## src/rtl/thresh_monitor_pkg.sv

```systemverilog
// Shared definitions for the threshold monitor: FSM state encoding and run-counter width.
package thresh_monitor_pkg;

    localparam int RUN_W = 4;

    typedef enum logic [1:0] {
        ST_BELOW   = 2'b00,
        ST_PEND_UP = 2'b01,
        ST_ABOVE   = 2'b10,
        ST_PEND_DN = 2'b11
    } state_t;

endpackage

```

## src/rtl/mag_cmp4.sv

```systemverilog
// Unsigned 4-bit magnitude comparator; all outputs are low while disabled.
module mag_cmp4 (
    input  logic       i_en,
    input  logic [3:0] i_a,
    input  logic [3:0] i_b,
    output logic       o_gt,
    output logic       o_eq,
    output logic       o_lt
);

    assign o_gt = i_en & (i_a >  i_b);
    assign o_eq = i_en & (i_a == i_b);
    assign o_lt = i_en & (i_a <  i_b);

endmodule

```

## src/rtl/thresh_monitor.sv

```systemverilog
// Debounced threshold crossing monitor with hysteresis on equality and a saturating rise counter.
module thresh_monitor
    import thresh_monitor_pkg::*;
#(
    parameter int DEBOUNCE = 3,
    parameter int CNT_W    = 8
) (
    input  logic             i_clk,
    input  logic             i_rst_n,
    input  logic             i_en,
    input  logic             i_load,
    input  logic [3:0]       i_thr,
    input  logic [3:0]       i_sample,
    input  logic             i_valid,
    input  logic             i_clear,
    output logic             o_above,
    output logic             o_rise,
    output logic             o_fall,
    output logic [CNT_W-1:0] o_count
);

    localparam logic [RUN_W-1:0] DEB_L = RUN_W'(DEBOUNCE);

    state_t             r_state;
    state_t             w_nextState;
    logic [RUN_W-1:0]   r_run;
    logic [RUN_W-1:0]   w_nextRun;
    logic [RUN_W-1:0]   w_runInc;
    logic [3:0]         r_thr;
    logic               r_above;
    logic               r_rise;
    logic               r_fall;
    logic [CNT_W-1:0]   r_count;
    logic               w_gt;
    logic               w_eq;
    logic               w_lt;
    logic               w_accept;
    logic               w_riseEvt;
    logic               w_fallEvt;

    mag_cmp4 u_cmp (
        .i_en (i_en),
        .i_a  (i_sample),
        .i_b  (r_thr),
        .o_gt (w_gt),
        .o_eq (w_eq),
        .o_lt (w_lt)
    );

    // The comparator only yields a result while enabled, so this also folds in i_en.
    assign w_accept = i_valid & (w_gt | w_eq | w_lt);
    assign w_runInc = r_run + RUN_W'(1);

    always_comb begin
        w_nextState = r_state;
        w_nextRun   = r_run;
        w_riseEvt   = 1'b0;
        w_fallEvt   = 1'b0;
        if (w_accept) begin
            case (r_state)
                ST_BELOW: begin
                    if (w_gt) begin
                        if (DEBOUNCE == 1) begin
                            w_nextState = ST_ABOVE;
                            w_nextRun   = '0;
                            w_riseEvt   = 1'b1;
                        end else begin
                            w_nextState = ST_PEND_UP;
                            w_nextRun   = RUN_W'(1);
                        end
                    end
                end
                ST_PEND_UP: begin
                    if (w_gt) begin
                        if (w_runInc == DEB_L) begin
                            w_nextState = ST_ABOVE;
                            w_nextRun   = '0;
                            w_riseEvt   = 1'b1;
                        end else begin
                            w_nextRun   = w_runInc;
                        end
                    end else if (w_lt) begin
                        w_nextState = ST_BELOW;
                        w_nextRun   = '0;
                    end
                end
                ST_ABOVE: begin
                    if (w_lt) begin
                        if (DEBOUNCE == 1) begin
                            w_nextState = ST_BELOW;
                            w_nextRun   = '0;
                            w_fallEvt   = 1'b1;
                        end else begin
                            w_nextState = ST_PEND_DN;
                            w_nextRun   = RUN_W'(1);
                        end
                    end
                end
                ST_PEND_DN: begin
                    if (w_lt) begin
                        if (w_runInc == DEB_L) begin
                            w_nextState = ST_BELOW;
                            w_nextRun   = '0;
                            w_fallEvt   = 1'b1;
                        end else begin
                            w_nextRun   = w_runInc;
                        end
                    end else if (w_gt) begin
                        w_nextState = ST_ABOVE;
                        w_nextRun   = '0;
                    end
                end
                default: begin
                    w_nextState = ST_BELOW;
                    w_nextRun   = '0;
                end
            endcase
        end
    end

    // Pulses are re-evaluated every cycle so they drop after one clock even when disabled.
    always_ff @(posedge i_clk or negedge i_rst_n) begin
        if (!i_rst_n) begin
            r_state <= ST_BELOW;
            r_run   <= '0;
            r_thr   <= 4'h0;
            r_above <= 1'b0;
            r_rise  <= 1'b0;
            r_fall  <= 1'b0;
            r_count <= '0;
        end else begin
            r_state <= w_nextState;
            r_run   <= w_nextRun;
            r_above <= (w_nextState == ST_ABOVE) || (w_nextState == ST_PEND_DN);
            r_rise  <= w_riseEvt;
            r_fall  <= w_fallEvt;
            if (i_en && i_load) begin
                r_thr <= i_thr;
            end
            if (i_clear) begin
                r_count <= '0;
            end else if (w_riseEvt && (r_count != {CNT_W{1'b1}})) begin
                r_count <= r_count + CNT_W'(1);
            end
        end
    end

    assign o_above = r_above;
    assign o_rise  = r_rise;
    assign o_fall  = r_fall;
    assign o_count = r_count;

endmodule

```

## config.mk

```make
export PLATFORM = sky130hd
export DESIGN_NAME = thresh_monitor
export DESIGN_NICKNAME = d
export VERILOG_FILES = /design/src/rtl/thresh_monitor_pkg.sv /design/src/rtl/mag_cmp4.sv /design/src/rtl/thresh_monitor.sv
export SDC_FILE = /design/constraint.sdc
export NUM_CORES = 1
export LEC_CHECK = 0
export CAP_MARGIN = 10
export CORE_UTILIZATION = 47
export CTS_BUF_LIST = sky130_fd_sc_hd__clkbuf_2
export DETAILED_ROUTE_END_ITERATION = 10
export PLACE_DENSITY = 0.78
export SYNTH_ARGS = -nofsm -noshare
export SYNTH_HDL_FRONTEND = slang
export SYNTH_HIERARCHICAL = 1
export SYNTH_SLANG_ARGS = --single-unit
```

## constraint.sdc

```tcl
create_clock -name i_clk -period 2.3 [get_ports i_clk]
set_clock_uncertainty 0.05 [all_clocks]
set_input_delay 0.345 -clock i_clk [delete_from_list [all_inputs] [get_ports i_clk]]
set_output_delay 0.345 -clock i_clk [all_outputs]
set_load 0.05 [all_outputs]
```

==> out/qor.csv, run 1 <==
stage;metric;value;unit
clock_tree;htree depth;1;
timing;Final setup viols;0;
cells_and_area;final net count;181;
grt;overflow left after global routing;0;
placed_design;dpl cells;185;
worst_setup_path;critical-path cell list;clkdlybuf4s50_1 > ha_4 > nor2b_4 > o211ai_2 > a21oi_2 > buf_4 > nand4b_1 > a41oi_2 > nand3_2 > mux2i_1 > nor2_1;
placed_design;routability cong.;0.906;
cells_and_area;area grow syn2layout;33.3;%
drt;number of routed nets with antenna violations;0;
placed_design;pre-CTS setup slack;-400;ps
timing;unrepaired setup endpoints after global routing;true;
worst_setup_path;CP Capture Type;flip-flop;
worst_setup_path;Slowest-stage cell, CP;clkdlybuf4s50_1;
placed_design;placed inst area;1560;um^2
floorplanning;Die Area;2820;um^2
cells_and_area;layout cell share with drive strength beyond 1;23.3;%
worst_setup_path;CP Class;primary input to flip-flop;
synth;syn_nets;145;
synth;Post-Synthesis Cells;124;
drt;Via density;5.90;
clock_tree;Post-CTS Setup Inserts;0;
floorplanning;die width;53.1;um
timing;period utilization;98.8;%
clock_tree;CTS max path bufs;2;
timing;Final min period;2270;ps
worst_setup_path;WP data arrival;2450;ps
grt;largest net degree at the start of global routing;22;
cells_and_area;post-route cell area;1640;um^2
drt;Post-route DRC;0;
grt;vias in the first global route;1145;
floorplanning;Initial Util;49.5;%
min_path;worst hold path type;primary input to asynchronous set/reset pin;
drt;initial detailed-routing violation count;47;
cells_and_area;most common cell after layout, fill and taps aside;clkdlybuf4s50_1;
worst_setup_path;worst-path maximum fanout;4;
power;PwrDens;562;nW/um^2
clock_tree;Hold Buf Count CTS;0;
floorplanning;# rows;18;
clock_tree;TritonCTS Sinks;21;
clock_tree;Skew-Pair Late Insertion Delay;320;ps
cells_and_area;area of the multi-input gates;712;um^2
floorplanning;IO Count;25;
clock_tree;CTS Buf Count;3;
worst_setup_path;crit start category;primary input;
placed_design;DP HPWL;2140;um
cells_and_area;Register Area;526;um^2
cells_and_area;Antenna Cells;0;
grt;initial antenna violation count;0;
outcome;status;finished, final reports clean;
clock_tree;clock root cell;clkbuf_2;
cells_and_area;Filler Cell Count;208;
placed_design;Port Buf Inserts;24;
power;Pleak;0.728;nW
timing;Sum Neg Setup Slack;0;ps
timing;hold_ws;282;ps
timing;Final Max Tran Viols;0;
floorplanning;core area;2480;um^2
synth;Mapped Avg Cell Area;9.90;um^2
timing;Slew @ Worst Pin;506;ps
drt;DR vias;1116;
cells_and_area;final cell count without fillers;189;
clock_tree;Clock transition at path regs;220;ps
timing;slew margin rel.;66.1;%
power;Pwr Total;0.919;mW
synth;Post-Syn Area;1230;um^2
timing;Final WS setup;28.2;ps
worst_setup_path;critical path's largest stage delay;450;ps
grt;Tot GR Track Use;23.4;%
power;Max rail drop VDD;0.297;mV
synth;Ys Warns;6;
grt;first-pass GRT wire length;4800;um
drt;DRT Wirelength;3060;um
job;Max-cap violations;0;
cells_and_area;most frequent cells in the layout;clkdlybuf4s50_1 (24), dfrtp_1 (21), nand2_1 (13);
floorplanning;Chip Height;53.1;um
worst_setup_path;CP required;2480;ps
timing;final hold violations;0;
timing;f_max;440;MHz
drt;TritonRoute pass-1 iters;4;
cells_and_area;final core occ;66.1;%
clock_tree;CTS tree;done;
drt;wire per inst;16.2;um
-- routing by layer --
metal / global-route usage [%] / share of wire (%)
met4: 6.14 / 1.0
met5: 0 / 0
met2: 42.2 / 51
met3: 4.89 / 3.9
met1: 27.9 / 44
-- timing repair --
action / 4_1_cts / 5_1_grt
endpoints found under the setup margin: 2 / 10
gates resized for setup: 2 / 11
pin swaps: 0 / 7
-- area by class of cell --
cell class	count	area share [%]
sequential	21	32.1
inverter	7	1.61
tap	30	2.29
timing repair buffer	34	19.3
clock buffer	4	1.22
multi-input combinational	93	43.5
-- critical path: cells and delay by family --
kind                     cells  cell delay (ps)
buffers and inverters        2              600
AND/OR/NAND/NOR              4              500
multiplexers                 1              170
AO/OA/AOI/OAI                3              560
adder cells (fa/ha/maj)      1              280
-- sequential cells by signal, summed over array words and instances (netlist names) --
register,cells
o_above,1
r_thr,4
o_fall,1
r_state,2
o_count,8
o_rise,1
r_run,4
-- final timing paths --
kind	slack, ps	to	depth (start not counted)	from
min in group i_clk	490	r_thr[2]$_DFFE_PN0P_	1	r_thr[2]$_DFFE_PN0P_
setup / recovery	30	o_count[1]$_DFFE_PN0P_	11	i_sample[1]
setup reg to reg	50	o_count[1]$_DFFE_PN0P_	11	r_thr[1]$_DFFE_PN0P_
hold / removal	280	r_run[0]$_DFFE_PN0P_	2	i_rst_n
hold reg to reg	490	r_thr[2]$_DFFE_PN0P_	1	r_thr[2]$_DFFE_PN0P_
max in group asynchronous	1700	o_count[7]$_DFFE_PN0P_	2	i_rst_n
-- where the power goes --
part | total, mW | leakage, nW | switching (mW) | internal (mW)
Combinational | 0.296 | 0.432 | 0.152 | 0.144
Clock | 0.165 | 0.0166 | 0.119 | 0.0460
Sequential | 0.459 | 0.279 | 0.0551 | 0.404
Total | 0.919 | 0.728 | 0.326 | 0.593
(Power assumes the default switching activity.)
==> run 2, diff against run 1 <==
Settings changed: ABC_CLOCK_PERIOD_IN_PS from default to 2300, RECOVER_POWER from default to 100.
==> run 2 against run 1 <==
- clock power about the same
- largest power group unchanged
- worst setup slack is the same
- utilization shrank 0.15 points
- highest routed layer unchanged
==> out/qor.csv, run 2 (same netlist as run 1, synthesis figures left out) <==
stage;metric;value;unit;change
outcome;status;finished, final reports clean;;unchanged
floorplanning;core area;2480;um^2;unchanged
timing;final hold violations;0;;unchanged
floorplanning;Chip Height;53.1;um;unchanged
power;Max rail drop VDD;0.295;mV;was 0.297 mV
drt;DRT Wirelength;3060;um;about the same
worst_setup_path;CP bufs+invs;2;;unchanged
worst_setup_path;largest delay contributor family on the critical path;buffers and inverters;;unchanged
cells_and_area;most frequent cells in the layout;clkdlybuf4s50_1 (22), dfrtp_1 (21), nand2_1 (13);;was clkdlybuf4s50_1 (24), dfrtp_1 (21), nand2_1 (13)
timing;Final WS setup;28.2;ps;unchanged
clock_tree;CTS tree;done;;unchanged
floorplanning;Initial Util;49.5;%;unchanged
min_path;worst hold path type;flip-flop to flip-flop;;was primary input to asynchronous set/reset pin
power;Pleak;0.725;nW;was 0.728 nW
worst_setup_path;CP required;2480;ps;about the same
cells_and_area;Antenna Cells;0;;unchanged
placed_design;Port Buf Inserts;24;;unchanged
cells_and_area;max FFs per register;8;;unchanged
job;Max-cap violations;0;;unchanged
grt;largest net degree at the start of global routing;22;;unchanged
clock_tree;clock root cell;clkbuf_2;;unchanged
drt;Via density;5.90;;unchanged
timing;unrepaired setup endpoints after global routing;true;;unchanged
cells_and_area;area grow syn2layout;33.0;%;was 33.3%
floorplanning;Die Area;2820;um^2;unchanged
cells_and_area;most common cell after layout, fill and taps aside;clkdlybuf4s50_1;;unchanged
drt;DR vias;1116;;unchanged
worst_setup_path;WP data arrival;2450;ps;about the same
grt;overflow left after global routing;0;;unchanged
drt;TritonRoute pass-1 iters;4;;unchanged
clock_tree;CTS max path bufs;2;;unchanged
timing;period utilization;98.8;%;unchanged
cells_and_area;layout cell share with drive strength beyond 1;22.6;%;was 23.3%
placed_design;placed inst area;1560;um^2;unchanged
drt;initial detailed-routing violation count;47;;unchanged
timing;hold_ws;490;ps;was 282 ps
worst_setup_path;worst-path maximum fanout;4;;unchanged
placed_design;pre-CTS setup slack;-400;ps;unchanged
timing;f_max;440;MHz;unchanged
clock_tree;Skew-Pair Late Insertion Delay;320;ps;about the same
cells_and_area;post-route cell area;1630;um^2;was 1640 um^2
timing;Final setup viols;0;;unchanged
cells_and_area;final core occ;65.9;%;was 66.1%
placed_design;DP HPWL;2140;um;unchanged
floorplanning;IO Count;25;;unchanged
clock_tree;CTS Buf Count;3;;unchanged
clock_tree;TritonCTS Sinks;21;;unchanged
grt;initial antenna violation count;0;;unchanged
drt;Post-route DRC;0;;unchanged
grt;Tot GR Track Use;23.4;%;unchanged
placed_design;routability cong.;0.906;;unchanged
drt;wire per inst;16.2;um;about the same
worst_setup_path;Slowest-stage cell, CP;clkdlybuf4s50_1;;unchanged
grt;first-pass GRT wire length;4800;um;unchanged
worst_setup_path;crit start category;primary input;;unchanged
floorplanning;# rows;18;;unchanged
grt;vias in the first global route;1145;;unchanged
timing;Slew @ Worst Pin;1150;ps;was 506 ps
power;PwrDens;562;nW/um^2;about the same
clock_tree;htree depth;1;;unchanged
worst_setup_path;critical-path cell list;clkdlybuf4s50_1 > ha_4 > nor2b_4 > o211ai_2 > a21oi_2 > buf_4 > nand4b_1 > a41oi_2 > nand3_2 > mux2i_1 > nor2_1;;unchanged
timing;slew margin rel.;23.4;%;was 66.1%
timing;Final min period;2270;ps;unchanged
floorplanning;die width;53.1;um;unchanged
worst_setup_path;CP Capture Type;flip-flop;;unchanged
timing;Final Max Tran Viols;0;;unchanged
cells_and_area;final net count;181;;unchanged
worst_setup_path;critical path's largest stage delay;450;ps;about the same
clock_tree;Clock transition at path regs;210;ps;was 220 ps
worst_setup_path;CP Class;primary input to flip-flop;;unchanged
drt;number of routed nets with antenna violations;0;;unchanged
-- run 2: cell types whose count changed in the layout (fill, tap and decap cells not counted), sizes merged --
cell,previous run,this run
clkdlybuf4s50,24,22
buf,10,9
clkbuf,4,5
dlygate4sd3,0,2
-- run 2: worst paths after layout --
check                                      from                endpoint  slack (ps)  depth (start not counted)
max                                 i_sample[1]  o_count[1]$_DFFE_PN0P_          30                         11
min                        r_thr[2]$_DFFE_PN0P_    r_thr[2]$_DFFE_PN0P_         490                          1
max reg2reg                r_thr[1]$_DFFE_PN0P_  o_count[1]$_DFFE_PN0P_          50                         11
min reg2reg                r_thr[2]$_DFFE_PN0P_    r_thr[2]$_DFFE_PN0P_         490                          1
max in group asynchronous               i_rst_n  o_count[7]$_DFFE_PN0P_         840                          2
min in group asynchronous               i_rst_n    r_run[0]$_DFFE_PN0P_         680                          2
-- run 2: routing by layer --
metal / vias up / wire length [um] / GRT usage, %
met4: 0 / 31 / 6.14
met2: 37 / 1550 / 42.2
met5: - / 0 / 0
met3: 5 / 124 / 4.89
met1: 549 / 1350 / 27.9
li1: 525 / - / -
-- run 2: final cells by class --
cell class	count	area, um^2
multi-input combinational	93	712
sequential	21	526
inverter	7	26.3
tap	30	37.5
clock buffer	4	20.0
fill	207	845
timing repair buffer	34	312
-- run 2: through the flow --
stage	cells	power, mW	setup TNS (ps)
finish	189	0.918	0
global route	189	0.968	-257
CTS	189	0.887	0
detailed placement	185	0.726	-3290
global placement	185	0.712	-2430
floorplan	124	0.628	0
-- run 2: report_power, final --
group / total (mW) / switching (mW) / internal [mW]
combinational: 0.294 / 0.152 / 0.142
sequential: 0.459 / 0.0551 / 0.404
clock: 0.165 / 0.119 / 0.0460
total: 0.918 / 0.326 / 0.592
-- run 2: timing repair --
item,4_1_cts,5_1_grt
hold buffers,0,0
endpoints found under the setup margin,2,10
pin swaps,0,7
gates resized for setup,2,11
setup buffers,0,0
==> run 3, diff against run 2 <==
Settings changed: CAP_MARGIN 10 to 40.
==> results of run 3 <==
Same layout as run 2: the final DEF is identical, and so are final timing and power.
